$ cat config.mk
export PLATFORM = sky130hd
export DESIGN_NAME = stroke_sequencer
export DESIGN_NICKNAME = d
export VERILOG_FILES = /design/src/rtl/stroke_pkg.sv /design/src/rtl/pen_settle_timer.sv /design/src/rtl/stroke_sequencer.sv
export SDC_FILE = /design/constraint.sdc
export NUM_CORES = 1
export LEC_CHECK = 0
export BUFFER_PORTS_ARGS = -buffer_cell sky130_fd_sc_hd__buf_4
export CAP_MARGIN = 20
export CORE_MARGIN = 2
export CORE_UTILIZATION = 32
export DETAILED_ROUTE_END_ITERATION = 6
export HOLD_SLACK_MARGIN = 0.03
export PLACE_DENSITY_LB_ADDON = 0.3
export SLEW_MARGIN = 30
export SYNTH_ARGS = -nofsm -noshare
export SYNTH_HDL_FRONTEND = slang
export SYNTH_HIERARCHICAL = 1
export SYNTH_SLANG_ARGS = --single-unit
$ cat constraint.sdc
create_clock -name clk -period 2.3 [get_ports clk]
set_input_delay 0 -clock clk [delete_from_list [all_inputs] [get_ports clk]]
set_output_delay 0 -clock clk [all_outputs]
set_load 0.05 [all_outputs]
$ cat src/rtl/stroke_pkg.sv
// Shared constants, state encoding and helpers for the stroke sequencer.
package stroke_pkg;

  localparam int CW          = 8;
  localparam int DIGIT_COUNT = 10;
  localparam int HOME_X      = 0;
  localparam int HOME_Y      = 0;

  typedef enum logic [2:0] {
    IDLE   = 3'd0,
    FETCH  = 3'd1,
    SETTLE = 3'd2,
    ISSUE  = 3'd3,
    DONE   = 3'd4
  } seq_state_e;

  function automatic logic [DIGIT_COUNT-1:0] digit_onehot(input logic [3:0] digit);
    digit_onehot = {{(DIGIT_COUNT-1){1'b0}}, 1'b1} << digit;
  endfunction

endpackage

$ cat src/rtl/pen_settle_timer.sv
// Pen servo settle down-counter: load a start value, count to zero, flag expiry.
module pen_settle_timer #(
  parameter int W = 1
) (
  input  logic         clk,
  input  logic         rst_n,
  input  logic         load,
  input  logic         count,
  input  logic [W-1:0] load_val,
  output logic         expired
);

  logic [W-1:0] cnt_r;

  // Load has priority; counting stops at zero.
  always_ff @(posedge clk or negedge rst_n) begin
    if (!rst_n) begin
      cnt_r <= '0;
    end else if (load) begin
      cnt_r <= load_val;
    end else if (count && (cnt_r != '0)) begin
      cnt_r <= cnt_r - W'(1);
    end
  end

  assign expired = (cnt_r == '0);

endmodule

$ cat src/rtl/stroke_sequencer.sv
// Walks a digit's stroke table, settles the pen on changes and hands segments downstream.
// Optional STROKE_CONTINUITY_CHECK_EN adds a sticky cont_err output for broken stroke chains.
module stroke_sequencer
  import stroke_pkg::*;
#(
  parameter int MAX_SEG    = 32,
  parameter int PEN_SETTLE = 25000,
  parameter int CW         = stroke_pkg::CW
) (
  input  logic                   clk,
  input  logic                   rst_n,
  input  logic                   start,
  input  logic [3:0]             digit_sel,
  output logic [4:0]             tbl_idx,
  output logic [DIGIT_COUNT-1:0] tbl_en,
  input  logic [CW-1:0]          tbl_sx,
  input  logic [CW-1:0]          tbl_sy,
  input  logic [CW-1:0]          tbl_ex,
  input  logic [CW-1:0]          tbl_ey,
  input  logic                   tbl_pen,
  output logic                   seg_valid,
  input  logic                   seg_ready,
  output logic [CW-1:0]          seg_sx,
  output logic [CW-1:0]          seg_sy,
  output logic [CW-1:0]          seg_ex,
  output logic [CW-1:0]          seg_ey,
  output logic                   seg_pen,
  output logic                   pen_cmd,
  output logic                   busy,
  output logic                   done
`ifdef STROKE_CONTINUITY_CHECK_EN
  ,
  output logic                   cont_err
`endif
);

  localparam int CNT_W = (PEN_SETTLE > 32'sd1) ? $clog2(PEN_SETTLE) : 1;
  localparam logic [CNT_W-1:0] SETTLE_LOAD = (PEN_SETTLE > 32'sd0) ? CNT_W'(PEN_SETTLE - 32'sd1) : '0;
  localparam logic SETTLE_EN = (PEN_SETTLE > 32'sd0);
  localparam logic [4:0] IDX_LAST = 5'(MAX_SEG - 32'sd1);

  seq_state_e state_r, state_nxt_s;

  logic [4:0]             idx_r;
  logic [DIGIT_COUNT-1:0] tbl_en_r;
  logic [CW-1:0]          seg_sx_r, seg_sy_r, seg_ex_r, seg_ey_r;
  logic                   seg_pen_r, pen_cmd_r;
  logic                   seg_valid_r, busy_r, done_r;
  logic                   start_ok_s, pen_change_s, xfer_s, last_s, settle_done_s;

  assign start_ok_s   = start && (digit_sel < 4'(DIGIT_COUNT));
  assign pen_change_s = (tbl_pen != pen_cmd_r);
  assign xfer_s       = (state_r == ISSUE) && seg_ready;
  // Return-to-origin with pen up ends the digit; idx 0 may legitimately start at home.
  assign last_s = ((seg_ex_r == CW'(HOME_X)) && (seg_ey_r == CW'(HOME_Y)) && !seg_pen_r && (idx_r != 5'd0))
                  || (idx_r == IDX_LAST);

  pen_settle_timer #(.W(CNT_W)) u_settle (
    .clk      (clk),
    .rst_n    (rst_n),
    .load     ((state_r == FETCH) && pen_change_s),
    .count    (state_r == SETTLE),
    .load_val (SETTLE_LOAD),
    .expired  (settle_done_s)
  );

  // State register.
  always_ff @(posedge clk or negedge rst_n) begin
    if (!rst_n) state_r <= IDLE;
    else        state_r <= state_nxt_s;
  end

  // Next-state decode.
  always_comb begin
    state_nxt_s = state_r;
    case (state_r)
      IDLE:    if (start_ok_s) state_nxt_s = FETCH; else state_nxt_s = IDLE;
      FETCH:   if (pen_change_s && SETTLE_EN) state_nxt_s = SETTLE; else state_nxt_s = ISSUE;
      SETTLE:  if (settle_done_s) state_nxt_s = ISSUE; else state_nxt_s = SETTLE;
      ISSUE: begin
        if (xfer_s) begin
          if (last_s) state_nxt_s = DONE;
          else        state_nxt_s = FETCH;
        end else begin
          state_nxt_s = ISSUE;
        end
      end
      DONE:    state_nxt_s = IDLE;
      default: state_nxt_s = IDLE;
    endcase
  end

`ifdef STROKE_CONTINUITY_CHECK_EN
  logic cont_err_r;
`endif

  // Segment datapath, table index and pen command.
  always_ff @(posedge clk or negedge rst_n) begin
    if (!rst_n) begin
      idx_r     <= 5'd0;
      tbl_en_r  <= '0;
      seg_sx_r  <= '0;
      seg_sy_r  <= '0;
      seg_ex_r  <= '0;
      seg_ey_r  <= '0;
      seg_pen_r <= 1'b0;
      pen_cmd_r <= 1'b0;
`ifdef STROKE_CONTINUITY_CHECK_EN
      cont_err_r <= 1'b0;
`endif
    end else begin
      case (state_r)
        IDLE: begin
          if (start_ok_s) begin
            idx_r    <= 5'd0;
            tbl_en_r <= digit_onehot(digit_sel);
`ifdef STROKE_CONTINUITY_CHECK_EN
            cont_err_r <= 1'b0;
`endif
          end
        end
        FETCH: begin
          seg_sx_r  <= tbl_sx;
          seg_sy_r  <= tbl_sy;
          seg_ex_r  <= tbl_ex;
          seg_ey_r  <= tbl_ey;
          seg_pen_r <= tbl_pen;
          if (pen_change_s) pen_cmd_r <= tbl_pen;
`ifdef STROKE_CONTINUITY_CHECK_EN
          // seg_ex_r/seg_ey_r still hold the previous segment's endpoint here.
          if ((idx_r != 5'd0) && ((tbl_sx != seg_ex_r) || (tbl_sy != seg_ey_r))) cont_err_r <= 1'b1;
`endif
        end
        ISSUE: begin
          if (xfer_s) begin
            if (last_s) begin
              tbl_en_r  <= '0;
              pen_cmd_r <= 1'b0;
            end else begin
              idx_r <= idx_r + 5'd1;
            end
          end
        end
        default: begin
        end
      endcase
    end
  end

  // Status outputs registered from the upcoming state.
  always_ff @(posedge clk or negedge rst_n) begin
    if (!rst_n) begin
      seg_valid_r <= 1'b0;
      busy_r      <= 1'b0;
      done_r      <= 1'b0;
    end else begin
      seg_valid_r <= (state_nxt_s == ISSUE);
      busy_r      <= (state_nxt_s != IDLE);
      done_r      <= (state_nxt_s == DONE);
    end
  end

  assign tbl_idx   = idx_r;
  assign tbl_en    = tbl_en_r;
  assign seg_sx    = seg_sx_r;
  assign seg_sy    = seg_sy_r;
  assign seg_ex    = seg_ex_r;
  assign seg_ey    = seg_ey_r;
  assign seg_pen   = seg_pen_r;
  assign pen_cmd   = pen_cmd_r;
  assign seg_valid = seg_valid_r;
  assign busy      = busy_r;
  assign done      = done_r;
`ifdef STROKE_CONTINUITY_CHECK_EN
  assign cont_err  = cont_err_r;
`endif

endmodule
==> impl_metrics.py, run 1 <==
metrics = {
    "run_status": {
        "status": "finished, final reports clean",
    },
    "timing": {
        "fmax_ghz": 0.473,
        "fin_ws_ps": 186,
        "fin_crit_sh_pct": 91.9,
        "setup_tns_ps": 0,
        "worst_pin_slew_ps": 635,
        "hold_viol": 0,
        "setup_viol": 0,
        "fin_crit_ps": 2110,
        "rsz0062_at_grt": "false",
        "finalClockSkew_ps": 10.7,
        "relSlewSlack_pct": 57.7,
        "slew_viol_final": 0,
    },
    "grt": {
        "antenna_found_initial": 0,
        "grt.total_usage_pct": 15.7,
        "grt_pass1_wl_um": 14400,
        "grt_pass1_vias": 3039,
        "grt.overflow.total": 0,
        "grt_max_degree": 71,
    },
    "worst_setup_path": {
        "crit_slowest_cell": "or4b_2",
        "start_kind": "flip-flop",
        "crit_fanout": 6,
        "cp.arrival_ps": 2380,
        "r2r_setup_slack_ps": 190,
        "cp.required_ps": 2560,
        "path_cells": "nor3b_1, or4b_2, or4b_1, a31oi_1",
        "timing.reg2reg.worst_path_depth": 4,
        "end_kind": "flip-flop",
        "worstSetupPathType": "reg2reg",
        "slowest_delay_ps": 690,
    },
    "cells_and_area": {
        "drive_gt1_share_pct": 28.0,
        "fillers": 958,
        "multi_input_area_mm2": 0.00160,
        "final_common_cell": "nand2_1",
        "final_cell_mix": "115 x nand2_1, 109 x buf_4, 70 x dfrtp_1",
        "diodes": 0,
        "seqCellArea_mm2": 0.00175,
        "area_growth_syn_to_layout_pct": 47.0,
        "fin_nets": 569,
    },
    "yosys": {
        "avgSynthCellArea_um2": 9.30,
        "synthTopCellsByArea": "dfrtp_1 51%, nand2_1 13%, mux2_2 3.3%",
        "syn-cell-area_mm2": 0.00341,
        "synth-async-reset-ratio_pct": 100,
        "synth_ff_type": "dfrtp_1",
        "seq_area_frac_synth_pct": 51.3,
        "synth-seq-cells": 70,
        "ys.warnings.count": 6,
        "ys_types": 53,
        "synth_top_area_share_pct": 51.3,
        "synth_edf_count": 0,
        "synth_top_area_cell": "dfrtp_1",
        "synthCells": 367,
    },
    "clock_network": {
        "post_cts_buffers": 0,
        "root_buffer": "clkbuf_8",
        "clk_pin_slew_ps": 80,
        "cts_made_buffers": 9,
        "cts_tree": "done",
        "clk_latency_ps": 340,
        "clock_path_buffers": 2,
        "cts-htree-levels": 3,
        "clock_sinks": 70,
    },
    "placed_design": {
        "place_hpwl_um": 5890,
        "dp_slack_ps": 163,
        "gp_congestion": 0.833,
        "portBuffers": 92,
    },
    "power": {
        "powerDensity_mw_per_mm2": 1430,
        "ir_drop_mv": 0.931,
        "leakagePower_nw": 2.51,
        "power_w": 0.00718,
    },
    "die": {
        "coreArea_mm2": 0.0103,
        "die_area_mm2": 0.0115,
        "start_util_pct": 33.1,
        "rows": 37,
        "die_h_um": 107,
        "die-width_um": 107,
        "io_pins": 93,
    },
    "drt": {
        "num_vias": 3075,
        "vias_per_cell": 4.63,
        "drc": 0,
        "ant_nets": 0,
        "drtIter0Drc": 109,
        "routed_wirelength_um": 8700,
        "drtPass1Iterations": 4,
        "wl_per_cell_um": 13.1,
    },
    "run": {
        "maxCapViolCount": 0,
    },
    "worst_hold_path": {
        "hold_depth": 3,
        "min_path_type": "in2reg",
    },
}
cell usage after synthesis (2+ instances only):
cell type / count
a21o_1: 3
a21oi_1: 9
a31o_2: 2
a31oi_1: 6
and3_1: 4
and3b_1: 5
buf_6: 2
clkbuf_1: 12
conb_1: 2
dfrtp_1: 70
ha_1: 4
inv_1: 11
mux2_2: 10
mux2i_1: 6
nand2_1: 115
nand3_1: 8
nand3b_1: 3
nand4_1: 4
nor2_1: 20
nor2b_1: 3
nor3_1: 7
nor3b_1: 6
nor4_1: 6
nor4b_1: 2
o211ai_1: 2
o21ai_0: 13
o41ai_1: 2
or2b_1: 2
or3_1: 3
or4b_1: 2
layer usage:
| layer | vias up | track usage, % | part of all wire [%] |
|---|---|---|---|
| met3 | 6 | 4.18 | 5.3 |
| met2 | 75 | 25.1 | 46 |
| li1 | 1557 | - | - |
| met5 | - | 0 | 0 |
| met4 | 0 | 4.17 | 0.97 |
| met1 | 1437 | 21.1 | 48 |
kinds of logic (layout without fill, tap and decap cells):
group                    count (synthesis)  in the layout  share of synthesized area, %
multiplexers                            16             16                          5.06
XOR/XNOR                                 1              1                         0.257
flip-flops                              70             70                          51.3
buffers and inverters                   27            175                          3.52
adder cells (fa/ha/maj)                  4              4                          1.47
AND/OR/NAND/NOR                        198            198                          28.1
other                                    2             15                         0.220
AO/OA/AOI/OAI                           49             49                          10.0
timing repair:
action,4_1_cts,5_1_grt
hold buffers,38,0
gates resized for setup,0,1
endpoints found under the hold margin,106,0
setup endpoints to repair,0,1
final cells by class:
type / count / share of cell area, %
timing repair buffer: 149 / 24.5
clock buffer: 10 / 2.74
tap: 136 / 3.39
multi-input combinational: 283 / 31.9
inverter: 11 / 0.823
clock inverter: 5 / 1.67
sequential: 70 / 34.9
flip-flops by register name (all words and copies together) (netlist names), 3 cells and up:
| name | cells |
|---|---|
| tbl_en | 10 |
| seg_ey | 8 |
| seg_sy | 8 |
| seg_ex | 8 |
| seg_sx | 8 |
| tbl_idx | 5 |
| u_settle/cnt_r | 15 |
| state_r | 3 |
power by group:
part / switching, W / total, W / leakage (nW) / internal, W
combinational: 0.00254 / 0.00386 / 1.55 / 0.00132
sequential: 0.000443 / 0.00221 / 0.857 / 0.00177
clock: 0.000467 / 0.00110 / 0.105 / 0.000636
worst paths after layout:
| check | start | to |
|---|---|---|
| setup / recovery | state_r[2]$_DFF_PN0_ | u_settle/cnt_r[9]$_DFFE_PN0P_ |
| setup reg to reg | state_r[2]$_DFF_PN0_ | u_settle/cnt_r[9]$_DFFE_PN0P_ |
| hold / removal | digit_sel[1] | tbl_en[7]$_DFFE_PN0P_ |
| max in group asynchronous | rst_n | state_r[0]$_DFF_PN0_ |
| hold reg to reg | seg_sx[0]$_DFFE_PN0N_ | seg_sx[0]$_DFFE_PN0N_ |
| min in group asynchronous | rst_n | seg_sy[7]$_DFFE_PN0N_ |
stage by stage:
stage / hold WS [ps] / area, um2 / utilization, % / std cells
global placement: 187 / 4400 / 42.6 / 611
detailed placement: 183 / 4400 / 42.6 / 611
floorplan: -296 / 3460 / - / 380
finish: 91.8 / 5010 / 48.6 / 664
global route: 93.7 / 5010 / 48.6 / 664
CTS: 69.5 / 5000 / 48.5 / 664
worst max-delay path, delay by kind of cell, from the launching register on:
kind             cells  cell delay [ps]
AND/OR/NAND/NOR      3             1430
flip-flops           1              430
AO/OA/AOI/OAI        1              170
Note: power is estimated with default switching activity, not from simulation.
==> run 2, diff against run 1 <==
--- a/config.mk
+++ b/config.mk
@@ -10,10 +10,10 @@
 export CORE_MARGIN = 2
 export CORE_UTILIZATION = 32
 export DETAILED_ROUTE_END_ITERATION = 6
+export GPL_TIMING_DRIVEN = 0
 export HOLD_SLACK_MARGIN = 0.03
 export PLACE_DENSITY_LB_ADDON = 0.3
 export SLEW_MARGIN = 30
 export SYNTH_ARGS = -nofsm -noshare
 export SYNTH_HDL_FRONTEND = slang
-export SYNTH_HIERARCHICAL = 1
 export SYNTH_SLANG_ARGS = --single-unit
==> constraint.sdc (replaced) <==
create_clock -name clk -period 1.8 [get_ports clk]
set_input_delay 0 -clock clk [delete_from_list [all_inputs] [get_ports clk]]
set_output_delay 0 -clock clk [all_outputs]
set_load 0.05 [all_outputs]
==> impl_metrics.py, run 2 <==
metrics = {
    "cells_and_area": {
        "finalCoreUtilization_pct": 52.9,
        "largest_reg_flops": 15,
        "fin_nets": 534,
        "drive_gt1_share_pct": 39.1,
        "area_growth_syn_to_layout_pct": 61.9,
        "diodes": 0,
        "final_common_cell": "nand2_1",
        "regMostFlops": "u_settle.cnt_r",
        "fillers": 867,
        "final_cell_mix": "112 x nand2_1, 107 x buf_4, 66 x dfrtp_1",
    },
    "die": {
        "coreArea_mm2": 0.00973,
        "start_util_pct": 32.7,
        "die-width_um": 104,
        "io_pins": 93,
        "rows": 36,
        "die_h_um": 104,
        "die_area_mm2": 0.0107,
    },
    "drt": {
        "vias_per_cell": 4.76,
        "drtIter0Drc": 93,
        "drtPass1Iterations": 4,
        "ant_nets": 0,
        "num_vias": 2982,
        "routed_wirelength_um": 8710,
        "drc": 0,
        "wl_per_cell_um": 13.9,
    },
    "yosys": {
        "synth_top_area_cell": "dfrtp_1",
        "syn_nets": 367,
        "synth_ff_type": "dfrtp_1",
        "seq_area_frac_synth_pct": 55.1,
        "avgSynthCellArea_um2": 9.87,
        "ys_types": 50,
        "synth_edf_count": 0,
        "synthCells": 322,
        "ys.warnings.count": 0,
        "syn-cell-area_mm2": 0.00318,
        "synth-seq-cells": 70,
        "synth_common_cells": "113 x nand2_1, 70 x dfrtp_1, 11 x nor2_1",
        "synth_top_area_share_pct": 55.1,
        "synth.most_common_cell": "nand2_1",
        "synthTopCellsByArea": "dfrtp_1 55%, nand2_1 13%, xnor2_1 1.9%",
        "synth-async-reset-ratio_pct": 100,
    },
    "grt": {
        "grt.overflow.total": 0,
        "grt_max_degree": 71,
        "grt.total_usage_pct": 16.6,
        "antenna_found_initial": 0,
        "grt_pass1_wl_um": 14600,
        "grt_pass1_vias": 3047,
    },
    "worst_setup_path": {
        "end_kind": "flip-flop",
        "cp.required_ps": 2030,
        "cp_top_family": "simple AND/OR/NAND/NOR gates",
        "crit_slowest_cell": "or4_4",
        "start_kind": "flip-flop",
        "worstSetupPathType": "reg2reg",
        "cp.arrival_ps": 2220,
        "path_cells": "inv_2, ha_4, nor4b_4, or4_4, nor3_4, nor2_4, mux2_4",
        "slowest_delay_ps": 450,
        "critPathBufInv": 1,
        "crit_fanout": 5,
    },
    "timing": {
        "rsz0062_at_grt": "true",
        "hold_viol": 0,
        "fin_crit_ps": 2000,
        "slew_viol_final": 0,
        "relSlewSlack_pct": 55.0,
        "fmax_ghz": 0.501,
        "fin_ws_ps": -198,
        "fin_crit_sh_pct": 111,
        "worst_pin_slew_ps": 672,
        "finalClockSkew_ps": 9.72,
        "setup_viol": 33,
    },
    "clock_network": {
        "clk_latency_ps": 350,
        "clk_pin_slew_ps": 80,
        "cts-htree-levels": 3,
        "root_buffer": "clkbuf_8",
        "cts_made_buffers": 9,
        "clock_sinks": 70,
        "clock_path_buffers": 2,
        "cts_tree": "done",
    },
    "run": {
        "maxCapViolCount": 0,
    },
    "power": {
        "clkPwrFrac_pct": 14.6,
        "leakagePower_nw": 2.41,
        "powerDensity_mw_per_mm2": 1700,
        "pwr-share-comb_pct": 55.2,
        "power_w": 0.00877,
        "swShare_pct": 48.8,
        "ir_drop_mv": 1.03,
        "p_switching_w": 0.00428,
        "cell_internal_pwr_w": 0.00449,
        "pwr-share-seq_pct": 30.2,
    },
    "placed_design": {
        "portBuffers": 92,
        "place_hpwl_um": 5390,
        "gp_congestion": 0.736,
    },
    "run_status": {
        "status": "finished with violations",
        "violations": "setup timing",
    },
    "worst_hold_path": {
        "min_path_type": "in2async",
    },
}
==> run 2: cell count changes in the layout (fill, tap and decap cells not counted), moves of 8 or more <==
cell	delta
buf_6	+8
mux2_2	-10
o21ai_0	-11
conb_1	-15
nor2_1	-13
==> run 2: worst paths after layout <==
kind | startpoint | end | slack [ps] | cells after the start
hold reg to reg | seg_sy[4]$_DFFE_PN0N_ | seg_sy[4]$_DFFE_PN0N_ | 480 | 2
setup / recovery | tbl_idx[0]$_DFFE_PN0P_ | tbl_en[6]$_DFFE_PN0P_ | -200 | 7
max in group asynchronous | rst_n | state_r[2]$_DFF_PN0_ | 1110 | 2
hold / removal | rst_n | tbl_en[3]$_DFFE_PN0P_ | 210 | 2
setup reg to reg | tbl_idx[0]$_DFFE_PN0P_ | tbl_en[6]$_DFFE_PN0P_ | -200 | 7
min in group clk | start | tbl_en[1]$_DFFE_PN0P_ | 310 | 5
==> run 2: cell type report <==
cell class / count / area (um2) / share of cell area, %
buffer: 10 / 53.8 / 1.05
clock buffer: 9 / 124 / 2.41
clock inverter: 7 / 75.1 / 1.46
inverter: 9 / 33.8 / 0.656
multi-input combinational: 235 / 1650 / 32.0
sequential: 70 / 1760 / 34.1
tap: 133 / 166 / 3.23
timing repair buffer: 154 / 1290 / 25.1
==> run 2: cells by family after synthesis <==
family	count (synthesis)	synth area share, %
compound gates	36	8.74
flops	70	55.1
simple gates	178	27.2
mux	8	2.72
xor+xnor	7	1.93
fa+ha+maj	4	1.57
buf+inv	19	2.72
==> run 2: worst register-to-register path, stage by stage, from the launching register on <==
cell	delay, ps
dfrtp_2	380
inv_2	50
ha_4	150
nor4b_4	120
or4_4	450
nor3_4	300
nor2_4	110
mux2_4	320
==> run 2: per-layer routing <==
layer / wire length [um] / global-route usage, %
met1: 3870 / 21.8
met2: 4290 / 27.0
met3: 430 / 4.22
met4: 119 / 5.50
met5: 0 / 0
==> run 2: timing repair <==
item	4_1_cts	5_1_grt
endpoints found under the setup margin	64	64
endpoints found under the hold margin	111	0
gates resized for setup	26	24
cloned	2	0
setup buffers	18	5
hold buffers	39	0
pin swaps	18	15
==> run 2: through the flow <==
step / worst slack, ps / std cells / hold slack (ps) / TNS, ps / area (um2)
global route: -284 / 627 / 279 / -8040 / 5150
floorplan: -295 / 322 / -296 / -6020 / 3260
CTS: -218 / 622 / 246 / -3090 / 5000
global placement: -475 / 547 / 184 / -9900 / 4120
detailed placement: -492 / 547 / 189 / -12100 / 4120
finish: -198 / 627 / 214 / -3000 / 5150
==> run 2: power by group through the flow <==
stage                     clock network [W]  logic (W)  registers (W)
after global routing                0.00139    0.00517        0.00273
after global placement                    0    0.00421        0.00265
final                               0.00128    0.00484        0.00265
after detailed placement                  0    0.00427        0.00267
after CTS                           0.00131    0.00470        0.00263
after floorplan                           0    0.00129        0.00431
